[src/rtl/ps2_keys_decoder.sv]
// PS/2 keyboard receiver (scan code set 2) turning make/break codes into
// held-key levels for two players: W/S/A/D for player 1, arrows for player 2.
module ps2_keys_decoder #(
    parameter int unsigned FILTER_LEN = 8,
    parameter int unsigned TIMEOUT    = 100000
) (
    input  logic       clk,
    input  logic       reset_n,
    input  logic       ps2_clk,
    input  logic       ps2_data,
    output logic       j1_up,
    output logic       j1_down,
    output logic       j1_left,
    output logic       j1_right,
    output logic       j2_up,
    output logic       j2_down,
    output logic       j2_left,
    output logic       j2_right,
    output logic [7:0] code,
    output logic       code_valid,
    output logic       frame_err
);

    localparam int unsigned FW = $clog2(FILTER_LEN + 1);
    localparam int unsigned TW = $clog2(TIMEOUT + 1);
    localparam int unsigned BW = 4;
    localparam int unsigned KW = 8;
    localparam int unsigned SW = 10;

    typedef enum logic [1:0] {R_IDLE, R_RECV, R_CHECK} rx_state_e;
    typedef enum logic [1:0] {D_IDLE, D_E0, D_F0, D_E0F0} dec_state_e;

    // Key bit order: j1 up/down/left/right in [3:0], j2 up/down/left/right in [7:4]
    function automatic logic [KW-1:0] key_mask(input logic [7:0] b, input logic ext);
        logic [KW-1:0] m;
        m = '0;
        case ({ext, b})
            9'h01D:  m = 8'h01;
            9'h01B:  m = 8'h02;
            9'h01C:  m = 8'h04;
            9'h023:  m = 8'h08;
            9'h175:  m = 8'h10;
            9'h172:  m = 8'h20;
            9'h16B:  m = 8'h40;
            9'h174:  m = 8'h80;
            default: m = '0;
        endcase
        return m;
    endfunction

    logic          clk_s1_q, clk_s2_q, data_s1_q, data_s2_q;
    logic          filt_q, filt_d;
    logic [FW-1:0] filt_cnt_q, filt_cnt_d;
    logic          fall_q, fall_d;

    rx_state_e     rx_state_q, rx_state_d;
    dec_state_e    dec_state_q, dec_state_d;
    logic [BW-1:0] bit_cnt_q, bit_cnt_d;
    logic [SW-1:0] shift_q, shift_d;
    logic [TW-1:0] tmo_cnt_q, tmo_cnt_d;
    logic [KW-1:0] keys_q, keys_d;
    logic [7:0]    code_q, code_d;
    logic          code_valid_q, code_valid_d;
    logic          frame_err_q, frame_err_d;

    logic [7:0]    rx_byte;
    logic          frame_ok;
    logic [KW-1:0] mask_std, mask_ext;

    assign rx_byte  = shift_q[7:0];
    assign frame_ok = (^shift_q[8:0]) & shift_q[9];
    assign mask_std = key_mask(rx_byte, 1'b0);
    assign mask_ext = key_mask(rx_byte, 1'b1);

    // Two-flop synchronisers for the asynchronous PS/2 pins (idle high)
    always_ff @(posedge clk or negedge reset_n) begin
        if (!reset_n) begin
            clk_s1_q  <= 1'b1;
            clk_s2_q  <= 1'b1;
            data_s1_q <= 1'b1;
            data_s2_q <= 1'b1;
        end else begin
            clk_s1_q  <= ps2_clk;
            clk_s2_q  <= clk_s1_q;
            data_s1_q <= ps2_data;
            data_s2_q <= data_s1_q;
        end
    end

    // Glitch filter: flip only after FILTER_LEN consecutive differing samples
    always_comb begin
        filt_d     = filt_q;
        filt_cnt_d = '0;
        if (clk_s2_q != filt_q) begin
            if (filt_cnt_q == FW'(FILTER_LEN - 1)) begin
                filt_d = clk_s2_q;
            end else begin
                filt_cnt_d = filt_cnt_q + 1'b1;
            end
        end
        fall_d = filt_q & ~filt_d;
    end

    // Filter and falling-edge strobe registers
    always_ff @(posedge clk or negedge reset_n) begin
        if (!reset_n) begin
            filt_q     <= 1'b1;
            filt_cnt_q <= '0;
            fall_q     <= 1'b0;
        end else begin
            filt_q     <= filt_d;
            filt_cnt_q <= filt_cnt_d;
            fall_q     <= fall_d;
        end
    end

    // Receiver and make/break decoder next-state and output logic
    always_comb begin
        rx_state_d   = rx_state_q;
        dec_state_d  = dec_state_q;
        bit_cnt_d    = bit_cnt_q;
        shift_d      = shift_q;
        tmo_cnt_d    = tmo_cnt_q;
        keys_d       = keys_q;
        code_d       = code_q;
        code_valid_d = 1'b0;
        frame_err_d  = 1'b0;

        case (rx_state_q)
            R_IDLE: begin
                tmo_cnt_d = '0;
                if (fall_q && !data_s2_q) begin
                    bit_cnt_d  = BW'(1);
                    rx_state_d = R_RECV;
                end
            end
            R_RECV: begin
                if (fall_q) begin
                    shift_d   = {data_s2_q, shift_q[SW-1:1]};
                    tmo_cnt_d = '0;
                    if (bit_cnt_q == BW'(10)) begin
                        bit_cnt_d  = '0;
                        rx_state_d = R_CHECK;
                    end else begin
                        bit_cnt_d = bit_cnt_q + 1'b1;
                    end
                end else if (tmo_cnt_q == TW'(TIMEOUT - 1)) begin
                    // Stalled partial frame: drop it without flagging an error
                    bit_cnt_d  = '0;
                    tmo_cnt_d  = '0;
                    rx_state_d = R_IDLE;
                end else begin
                    tmo_cnt_d = tmo_cnt_q + 1'b1;
                end
            end
            R_CHECK: begin
                rx_state_d = R_IDLE;
                if (frame_ok) begin
                    code_d       = rx_byte;
                    code_valid_d = 1'b1;
                    case (dec_state_q)
                        D_IDLE: begin
                            if (rx_byte == 8'hE0) begin
                                dec_state_d = D_E0;
                            end else if (rx_byte == 8'hF0) begin
                                dec_state_d = D_F0;
                            end else if (rx_byte == 8'h00 || rx_byte == 8'hFF) begin
                                keys_d = '0;
                            end else begin
                                keys_d = keys_q | mask_std;
                            end
                        end
                        D_E0: begin
                            if (rx_byte == 8'hF0) begin
                                dec_state_d = D_E0F0;
                            end else if (rx_byte != 8'hE0) begin
                                keys_d      = keys_q | mask_ext;
                                dec_state_d = D_IDLE;
                            end
                        end
                        D_F0: begin
                            keys_d      = keys_q & ~mask_std;
                            dec_state_d = D_IDLE;
                        end
                        D_E0F0: begin
                            keys_d      = keys_q & ~mask_ext;
                            dec_state_d = D_IDLE;
                        end
                        default: dec_state_d = D_IDLE;
                    endcase
                end else begin
                    frame_err_d = 1'b1;
                    dec_state_d = D_IDLE;
                end
            end
            default: begin
                rx_state_d = R_IDLE;
                bit_cnt_d  = '0;
            end
        endcase
    end

    // State and registered outputs
    always_ff @(posedge clk or negedge reset_n) begin
        if (!reset_n) begin
            rx_state_q   <= R_IDLE;
            dec_state_q  <= D_IDLE;
            bit_cnt_q    <= '0;
            shift_q      <= '0;
            tmo_cnt_q    <= '0;
            keys_q       <= '0;
            code_q       <= '0;
            code_valid_q <= 1'b0;
            frame_err_q  <= 1'b0;
        end else begin
            rx_state_q   <= rx_state_d;
            dec_state_q  <= dec_state_d;
            bit_cnt_q    <= bit_cnt_d;
            shift_q      <= shift_d;
            tmo_cnt_q    <= tmo_cnt_d;
            keys_q       <= keys_d;
            code_q       <= code_d;
            code_valid_q <= code_valid_d;
            frame_err_q  <= frame_err_d;
        end
    end

    assign j1_up      = keys_q[0];
    assign j1_down    = keys_q[1];
    assign j1_left    = keys_q[2];
    assign j1_right   = keys_q[3];
    assign j2_up      = keys_q[4];
    assign j2_down    = keys_q[5];
    assign j2_left    = keys_q[6];
    assign j2_right   = keys_q[7];
    assign code       = code_q;
    assign code_valid = code_valid_q;
    assign frame_err  = frame_err_q;

endmodule

[config.mk]
export PLATFORM = sky130hd
export DESIGN_NAME = ps2_keys_decoder
export DESIGN_NICKNAME = d
export VERILOG_FILES = /design/src/rtl/ps2_keys_decoder.sv
export SDC_FILE = /design/constraint.sdc
export NUM_CORES = 1
export LEC_CHECK = 0
export CORE_MARGIN = 10
export CORE_UTILIZATION = 40
export CTS_CLUSTER_DIAMETER = 80
export DETAILED_ROUTE_END_ITERATION = 10
export GPL_ROUTABILITY_DRIVEN = 0
export MAX_ROUTING_LAYER = met4
export PLACE_DENSITY = 0.56
export SLEW_MARGIN = 20
export SYNTH_ARGS = -nofsm -noshare
export SYNTH_HDL_FRONTEND = slang
export SYNTH_SLANG_ARGS = --single-unit
[constraint.sdc]
create_clock -name clk -period 2.45 [get_ports clk]
set_input_delay 0.49 -clock clk [delete_from_list [all_inputs] [get_ports clk]]
set_output_delay 0.49 -clock clk [all_outputs]
set_load 0.02 [all_outputs]
Yosys cells after proc, flatten, opt, wreduce, memory -nomap -nowiden
Cells that the tools add are included.
Operators by class
  equality and inequality tests: 30
  mux-type cells: 35
  reduce and logical (&&, ||, !) cells: 15
  bitwise operators: 10
  add/sub/neg operators: 3
Operators with widths (count)
  8-bit case mux with 4 select lines: 2
  8-bit two-way mux: 5
  17-bit two-way mux: 2
  17-bit case mux with 2 select lines: 1
  8-bit by 7-bit equality test with 1-bit output, second input constant: 4
  8-bit by 5-bit equality test with 1-bit output, second input constant: 3
  8-bit equality test, second input constant: 3
  4-bit two-way mux: 6
  2-bit two-way mux: 9
  17-bit by 1-bit adder with 17-bit output, second input constant: 1
  17-bit equality test, second input constant: 1
  8-bit AND: 2
  8-bit NOT: 2
  8-bit bitwise OR: 2
  4-bit case mux with 4 select lines: 1
  4-bit case mux with 3 select lines: 1
  2-bit inequality test, second input constant: 5
  3-bit AND reduction: 3
  9-bit XOR reduction: 1
  4-bit by 1-bit adder with 4-bit output, second input constant: 2
  8-bit by 6-bit equality test with 1-bit output, second input constant: 1
  8-bit zero test: 1
  4-bit inequality test, second input constant: 2
  8-bit inequality test, second input constant: 1
  19 further kinds: 32
Word-level totals
  word-level logic and storage cells: 109
  output and inout bits: 18
  register bits: 63
  bits of input ports: 4

Depth between registers and ports, before layout
Gate-level depths: netlist of the first run.
  word-level depth: 7
  depth in mapped cells: 8
  gate-level depth less buffers: 7

Least setup slack after synthesis of the first run
No wires, ideal clock.
  path type: register -> register
  start point: reg shift_q[2]
  end point: reg code_q[0] (netlist: code[0])
  stages on the path, launching flop included: 8
  setup time: 0.125 ns
  required time: 2.325 ns
  path buffers: 1
  setup slack: 0.348 ns
  clock period less this slack: 2.102 ns
  arrival: 1.977 ns
  path through: dfrtp_1 > inv_1 > ha_1 > xnor3_1 > xnor2_2 > and2_1 > buf_6 > mux2_2
Between the ends
  cells in the longest elaborated chain, start to end: 3
RTL lines
  start, declared: line 59  | logic [SW-1:0] shift_q, shift_d;
  start signal, assigned: line 219  | shift_q <= shift_d;
  9-bit XOR reduction: line 71  | assign frame_ok = (^shift_q[8:0]) & shift_q[9];
  1-bit AND: line 71
  2-bit AND reduction (no line)
  end signal, assigned: line 222  | code_q <= code_d;
  end, declared: line 62  | logic [7:0] code_q, code_d;
Every way passes these cells.
A chain may end at the register's enable or synchronous reset.

Worst setup path in the final report of the first run
  start point: reg shift_q[0]
  end point: reg code_q[7] (netlist: code[7])
The elaborated chain is that of the path after synthesis.

==> run_results.csv, run 1 <==
group,metric,value,unit
finish,diodes,0,
power,pwr-share-clk,36.2,%
logic_synthesis,netlist_area,3200,sq um
die,ios,22,
worst_setup_path,required,2670,ps
placed_design,port_buffers,21,
global_routing,grt_overflow,0,
global_routing,antenna_found_initial,0,
logic_synthesis,synth_nets,323,
routing,route.top_layer_used,"met4",
clock_network,cts_buffers,9,
worst_setup_path,crit_type,"reg -> reg",
routing,routed_wirelength,6.15,mm
sta,whs,122,ps
sta,final-setup-viol-count,0,
logic_synthesis,yosysSeqAreaShare,49.4,%
clock_network,clk_pin_slew_worst_paths,70,ps
hold_path,hold_class,"in -> async",
logic_synthesis,synth_cell_types,50,
clock_network,clkSinkCount,63,
power,p_per_area,645,nW/um^2
clock_network,cts-root-buf,"clkbuf_8",
die,die-height,110,um
die,rows,32,
clock_network,insertion_delay,340,ps
logic_synthesis,ys_async_sr_fraction,100,%
worst_setup_path,crit_fanout,9,
clock_network,clk_path_buf_depth,2,
global_routing,grt_max_degree,43,
placed_design,place_hpwl,4.44,mm
logic_synthesis,avgSynthCellArea,10.7,sq um
power,seqPwrFrac,50.5,%
routing,met2WireLength,2.90,mm
clock_network,cts_tree,"built",
routing,vias,2300,
run_status,outcome,"finished clean",
sta,relSlewSlack,65.8,%
finish,drive_gt1_share,15.5,%
power,p_int,0.00178,W
worst_setup_path,cp-start-kind,"flop",
die,start_util,41.3,%
routing,drt_first_pass_iters,4,
logic_synthesis,yosys_warnings,0,
finish,final_nets,359,
clock_network,ctsResizeCount,0,
sta,slew_violations,0,
routing,vias_per_cell,5.19,
die,core,7770,sq um
sta,fin_crit,2230,ps
worst_setup_path,end_kind,"flop",
global_routing,grt_pass1_wl,10.8,mm
routing,drc,0,
sta,rsz0062_at_grt,"no",
sta,period_share,91.1,%
clock_network,h-tree-depth,3,
finish,multiInputGateArea,1500,sq um
placed_design,place_area,3580,sq um
clock_network,cts_hold_buf,0,
die,dieArea,12000,sq um
finish,design_area,3780,sq um
routing,drt_iter0_markers,132,
routing,wl_per_cell,13.9,um
global_routing,grt_pass1_vias,2282,
worst_setup_path,arrival,2450,ps
routing,met1Wirelength,2.88,mm
finish,regArea,1580,sq um
logic_synthesis,synth_top_flop_cell,"dfrtp_1",
finish,n_fill_cell,723,
worst_setup_path,rrSetupSlack,220,ps
power,leakagePower,1.72,nW
power,ir_drop,0.516,mV
routing,ant_nets,0,
die,die_x,110,um
sta,worst_slew_pin_slew,508,ps
finish,area_growth,17.8,%
logic_synthesis,synthCells,300,
logic_synthesis,synth_seq_cells,63,
power,swShare,26.8,%
sta,finalHoldViolations,0,
sta,fin_tns_setup,0,ps
clock_network,post_cts_buffers,0,
sta,final.setup_skew,6.87,ps
sta,fmaxAchievable,448,MHz
global_routing,gr-usage-all-layers,11.6,%
routing,wl_met3,292,um
power,p_switching,0.000653,W
power,comb_power_share,13.3,%
logic_synthesis,synth_edf_count,0,
run,drv_cap,0,
## routing by layer
metal	GRT usage, %	up-vias
met3	4.15	8
met2	18.4	39
met1	13.3	1102
met4	4.46	0
met5	-	-
li1	-	1151
## kinds of logic (layout without fill, tap and decap cells)
family / count (synthesis) / after routing / synth area share [%]
buffers and inverters: 26 / 67 / 3.75
multiplexers: 15 / 15 / 5.23
AND/OR/NAND/NOR: 102 / 102 / 18.5
adder cells (fa/ha/maj): 19 / 19 / 7.42
XOR/XNOR: 7 / 7 / 2.58
AO/OA/AOI/OAI: 68 / 68 / 13.1
flip-flops: 63 / 63 / 49.4
## power groups by stage
stage	Sequential, W	Clock (W)	Combinational, W
CTS	0.00123	0.000917	0.000330
detailed placement	0.00125	0	0.000326
floorplan	0.00123	0	0.000257
finish	0.00123	0.000882	0.000324
global route	0.00124	0.000962	0.000378
global placement	0.00125	0	0.000321
## cell type report
| class | instances | share of cell area, % |
|---|---|---|
| Sequential cell | 63 | 41.9 |
| Timing Repair Buffer | 32 | 7.95 |
| Clock buffer | 12 | 3.84 |
| Inverter | 19 | 1.89 |
| Multi-Input combinational cell | 211 | 39.8 |
| Tap cell | 102 | 3.38 |
| Clock inverter | 4 | 1.19 |
## worst paths after layout
path                             from       end  cells past startpoint
setup / recovery           shift_q[0]   code[7]                      7
setup reg to reg           shift_q[0]   code[7]                      7
hold reg to reg              clk_s1_q  clk_s2_q                      0
hold / removal                reset_n   code[0]                      1
max in group asynchronous     reset_n  clk_s2_q                      2
min in group clk             clk_s1_q  clk_s2_q                      0
## per-stage QoR
stage	setup WS (ps)	util [%]	cells	total power, W
floorplan	348	-	300	0.00148
global placement	223	46.1	427	0.00157
detailed placement	166	46.1	427	0.00157
CTS	159	48.6	443	0.00247
global route	50.2	48.6	443	0.00258
finish	219	48.6	443	0.00243
## flip-flops by register name, summed over array words and instances, names as in the netlist
register and cells:
tmo_cnt_q 17, shift_q 10, code 8, keys_q 8, bit_cnt_q 4, filt_cnt_q 4, dec_state_q 2, rx_state_q 2
clk_s1_q 1, clk_s2_q 1, code_valid 1, data_s1_q 1, data_s2_q 1, fall_q 1, filt_q 1, frame_err 1
## synth_stat cells (all sizes together) (2+ instances only)
cell type  count  area [sq um]
a21bo          4          40.0
a21o           2          15.0
a21oi         15          78.8
a22o           7          61.3
a31oi          8          50.1
and2           2          12.5
and3           2          12.5
and4           4          35.0
and4b          2          20.0
buf            3          33.8
clkbuf         4          15.0
dfrtp         58          1450
dfstp          5           131
ha            19           238
inv           18          67.6
mux2          14           158
nand2         24          90.1
nand2b         2          12.5
nand3         18          90.1
nand4          8          50.1
nor2          14          55.1
nor2b          2          12.5
nor3           6          30.0
nor3b          2          15.0
nor4           4          61.3
o21a           2          15.0
o21ai         27           135
or2            2          12.5
or2b           2          15.0
or3            4          25.0
xnor2          4          42.6
xor2           2          17.5
## critical path, stage by stage, from the launching register on
cell and delay (ps):
dfrtp_1 420, inv_1 90, ha_1 310, xnor3_1 370, xnor2_2 210, and2_4 190, buf_4 180, mux2_2 340
## placed cells by master (no fill, tap or decap), types with 3 or more instances in the layout
cell type         n
or3_1             4
clkbuf_8         10
and4_1            4
nand3_1          18
nand2_1          24
ha_1             19
a21bo_1           4
xnor2_1           3
nor3_1            6
a21oi_1          14
clkinv_2          3
a22o_1            7
a31oi_1           8
mux2_2           12
nor2_1           13
dfrtp_1          58
dfstp_2           5
inv_1            18
o21ai_0          25
nand4_1           8
buf_4            10
clkdlybuf4s50_1  20
No activity file was read; power rests on OpenSTA's default activity.
==> inputs of run 2 (changes only) <==
--- a/config.mk
+++ b/config.mk
@@ -6,12 +6,13 @@
 export NUM_CORES = 1
 export LEC_CHECK = 0
 export CORE_MARGIN = 10
-export CORE_UTILIZATION = 40
+export CORE_UTILIZATION = 59
 export CTS_CLUSTER_DIAMETER = 80
 export DETAILED_ROUTE_END_ITERATION = 10
 export GPL_ROUTABILITY_DRIVEN = 0
 export MAX_ROUTING_LAYER = met4
-export PLACE_DENSITY = 0.56
+export PLACE_DENSITY = 0.78
+export SKIP_LAST_GASP = 1
 export SLEW_MARGIN = 20
 export SYNTH_ARGS = -nofsm -noshare
 export SYNTH_HDL_FRONTEND = slang
==> run 2 against run 1 <==
  * Routed wire length grew 4.5%
  * Non-clock buffer count is the same
  * Power grew 5.9%
  * Critical path depth is the same
  * Clock skew grew 0.66 ps
  * Final area is the same
  * Combinational power grew 2%
  * Maximum frequency shrank 2.5%
  * Setup slack lost 57 ps
  * Count of clock-buffer cells in the layout shrank 2
  * Critical path type unchanged
==> run_results.csv, run 2 (synthesis gave the netlist of run 1 again) <==
group,metric,value,unit
run_status,outcome,"finished clean",
global_routing,grt_max_degree,64,
routing,vias_per_cell,5.86,
power,seqPwrFrac,47.6,%
die,ios,22,
finish,diodes,0,
sta,relSlewSlack,58.8,%
worst_setup_path,path_cells,"inv_1 > ha_1 > xnor3_1 > xnor2_2 > and2_4 > buf_4 > mux2_2",
power,swShare,26.6,%
clock_network,cts_hold_buf,0,
sta,rsz0062_at_grt,"no",
sta,final-setup-viol-count,0,
finish,drive_gt1_share,16.1,%
sta,period_share,93.4,%
worst_setup_path,required,2670,ps
routing,routed_wirelength,6.43,mm
clock_network,clkSinkCount,63,
clock_network,clk_pin_slew_worst_paths,70,ps
finish,final_common_cell,"dfrtp_1",
routing,ant_nets,0,
worst_setup_path,crit_fanout,7,
sta,finalHoldViolations,0,
die,die_x,93.7,um
run,drv_cap,0,
hold_path,hold_class,"in -> async",
routing,wl_per_cell,15.6,um
sta,fmaxAchievable,437,MHz
finish,area_growth,17.8,%
power,p_int,0.00189,W
clock_network,cts_buffers,9,
clock_network,cts_tree,"built",
worst_setup_path,crit_slowest_cell,"xnor3_1",
finish,regMostFlops,"tmo_cnt_q",
global_routing,gr-usage-all-layers,16.5,%
die,rows,26,
clock_network,clk_path_buf_depth,2,
placed_design,place_hpwl,4.65,mm
global_routing,grt_pass1_wl,11.3,mm
worst_setup_path,rr_startpoint,"shift_q[2]",
global_routing,grt_overflow,0,
finish,multiInputGateArea,1500,sq um
worst_setup_path,cpPeakStageDelay,420,ps
global_routing,grt_pass1_vias,2371,
power,p_switching,0.000685,W
die,core,5170,sq um
sta,final.setup_skew,7.53,ps
sta,worst_slew_pin_slew,613,ps
routing,drc,0,
worst_setup_path,end_kind,"flop",
finish,final_util,73.0,%
power,leakagePower,1.73,nW
worst_setup_path,crit_type,"reg -> reg",
finish,largest_reg_flops,17,
finish,reg_top3,"tmo_cnt_q (17), shift_q (10)",
placed_design,port_buffers,21,
sta,fin_crit,2290,ps
finish,final_nets,359,
worst_setup_path,rrSetupSlack,160,ps
finish,n_fill_cell,364,
worst_setup_path,critPathLaunch,"shift_q[2]",
die,start_util,61.9,%
sta,whs,139,ps
finish,regArea,1580,sq um
power,comb_power_share,12.8,%
power,ir_drop,0.692,mV
power,pwr-share-clk,39.6,%
finish,layout_common_cells,"dfrtp_1 (58), o21ai_0 (25), nand2_1 (24)",
die,die-height,93.7,um
routing,drt_first_pass_iters,5,
power,p_per_area,683,nW/um^2
worst_setup_path,cp-start-kind,"flop",
die,dieArea,8780,sq um
worst_setup_path,arrival,2510,ps
routing,drt_iter0_markers,112,
clock_network,insertion_delay,340,ps
routing,vias,2410,
sta,slew_violations,0,
sta,fin_tns_setup,0,ps
clock_network,h-tree-depth,3,
global_routing,antenna_found_initial,0,
clock_network,cts-root-buf,"clkbuf_8",
[run 2: changes by cell type in the layout (fill, tap and decap cells not counted)]
cell	delta
inv_6	+1
clkinvlp_4	+2
bufinv_16	+1
clkinv_2	-3
clkbuf_1	-2
clkinv_4	+1
[run 2: layout make-up]
| cell class | instances | share of cell area [%] |
|---|---|---|
| Sequential cell | 63 | 41.9 |
| Multi-Input combinational cell | 211 | 39.8 |
| Timing Repair Buffer | 32 | 7.95 |
| Clock buffer | 10 | 3.64 |
| Clock inverter | 6 | 2.45 |
| Tap cell | 70 | 2.32 |
| Inverter | 19 | 1.89 |
[run 2: path summary, 6_finish.rpt]
kind | end | depth (start not counted)
hold reg to reg | data_s2_q | 0
setup / recovery | code[1] | 7
min in group clk | data_s2_q | 0
setup reg to reg | code[1] | 7
hold / removal | tmo_cnt_q[10] | 2
max in group asynchronous | data_s2_q | 2
[run 2: power groups by stage]
stage	combinational (W)	sequential (W)	clock, W
final	0.000330	0.00123	0.00102
after global routing	0.000384	0.00124	0.00109
after CTS	0.000332	0.00123	0.00104
after detailed placement	0.000327	0.00125	0
after global placement	0.000316	0.00124	0
after floorplan	0.000257	0.00123	0
[run 2: critical path, delay by kind of cell, from the launching register on]
kind / cells / cell delay, ps
flip-flops: 1 / 400
buffers and inverters: 2 / 260
XOR/XNOR: 2 / 670
AND/OR/NAND/NOR: 1 / 200
adder cells (fa/ha/maj): 1 / 300
multiplexers: 1 / 350
[run 2: repair_timing]
action | in CTS | in global routing
endpoints found under the setup margin | 0 | 1
setup buffers | 0 | 3
resized for setup | 0 | 1
[run 2: metrics by stage]
step / cells / worst slack [ps] / instance area [sq um] / power, W
after floorplan: 300 / 348 / 3200 / 0.00148
after global placement: 392 / 266 / 3520 / 0.00156
after detailed placement: 392 / 126 / 3520 / 0.00157
after CTS: 408 / 116 / 3750 / 0.00260
after global routing: 411 / 0.988 / 3780 / 0.00272
final: 411 / 162 / 3780 / 0.00258
[run 2: metal layers]
layer	part of all wire [%]	vias to the layer above	global-route usage [%]
met2	47	59	25.3
met5	0	-	-
li1	-	1147	-
met3	6.5	6	5.20
met1	45	1198	20.3
met4	1.1	0	5.44
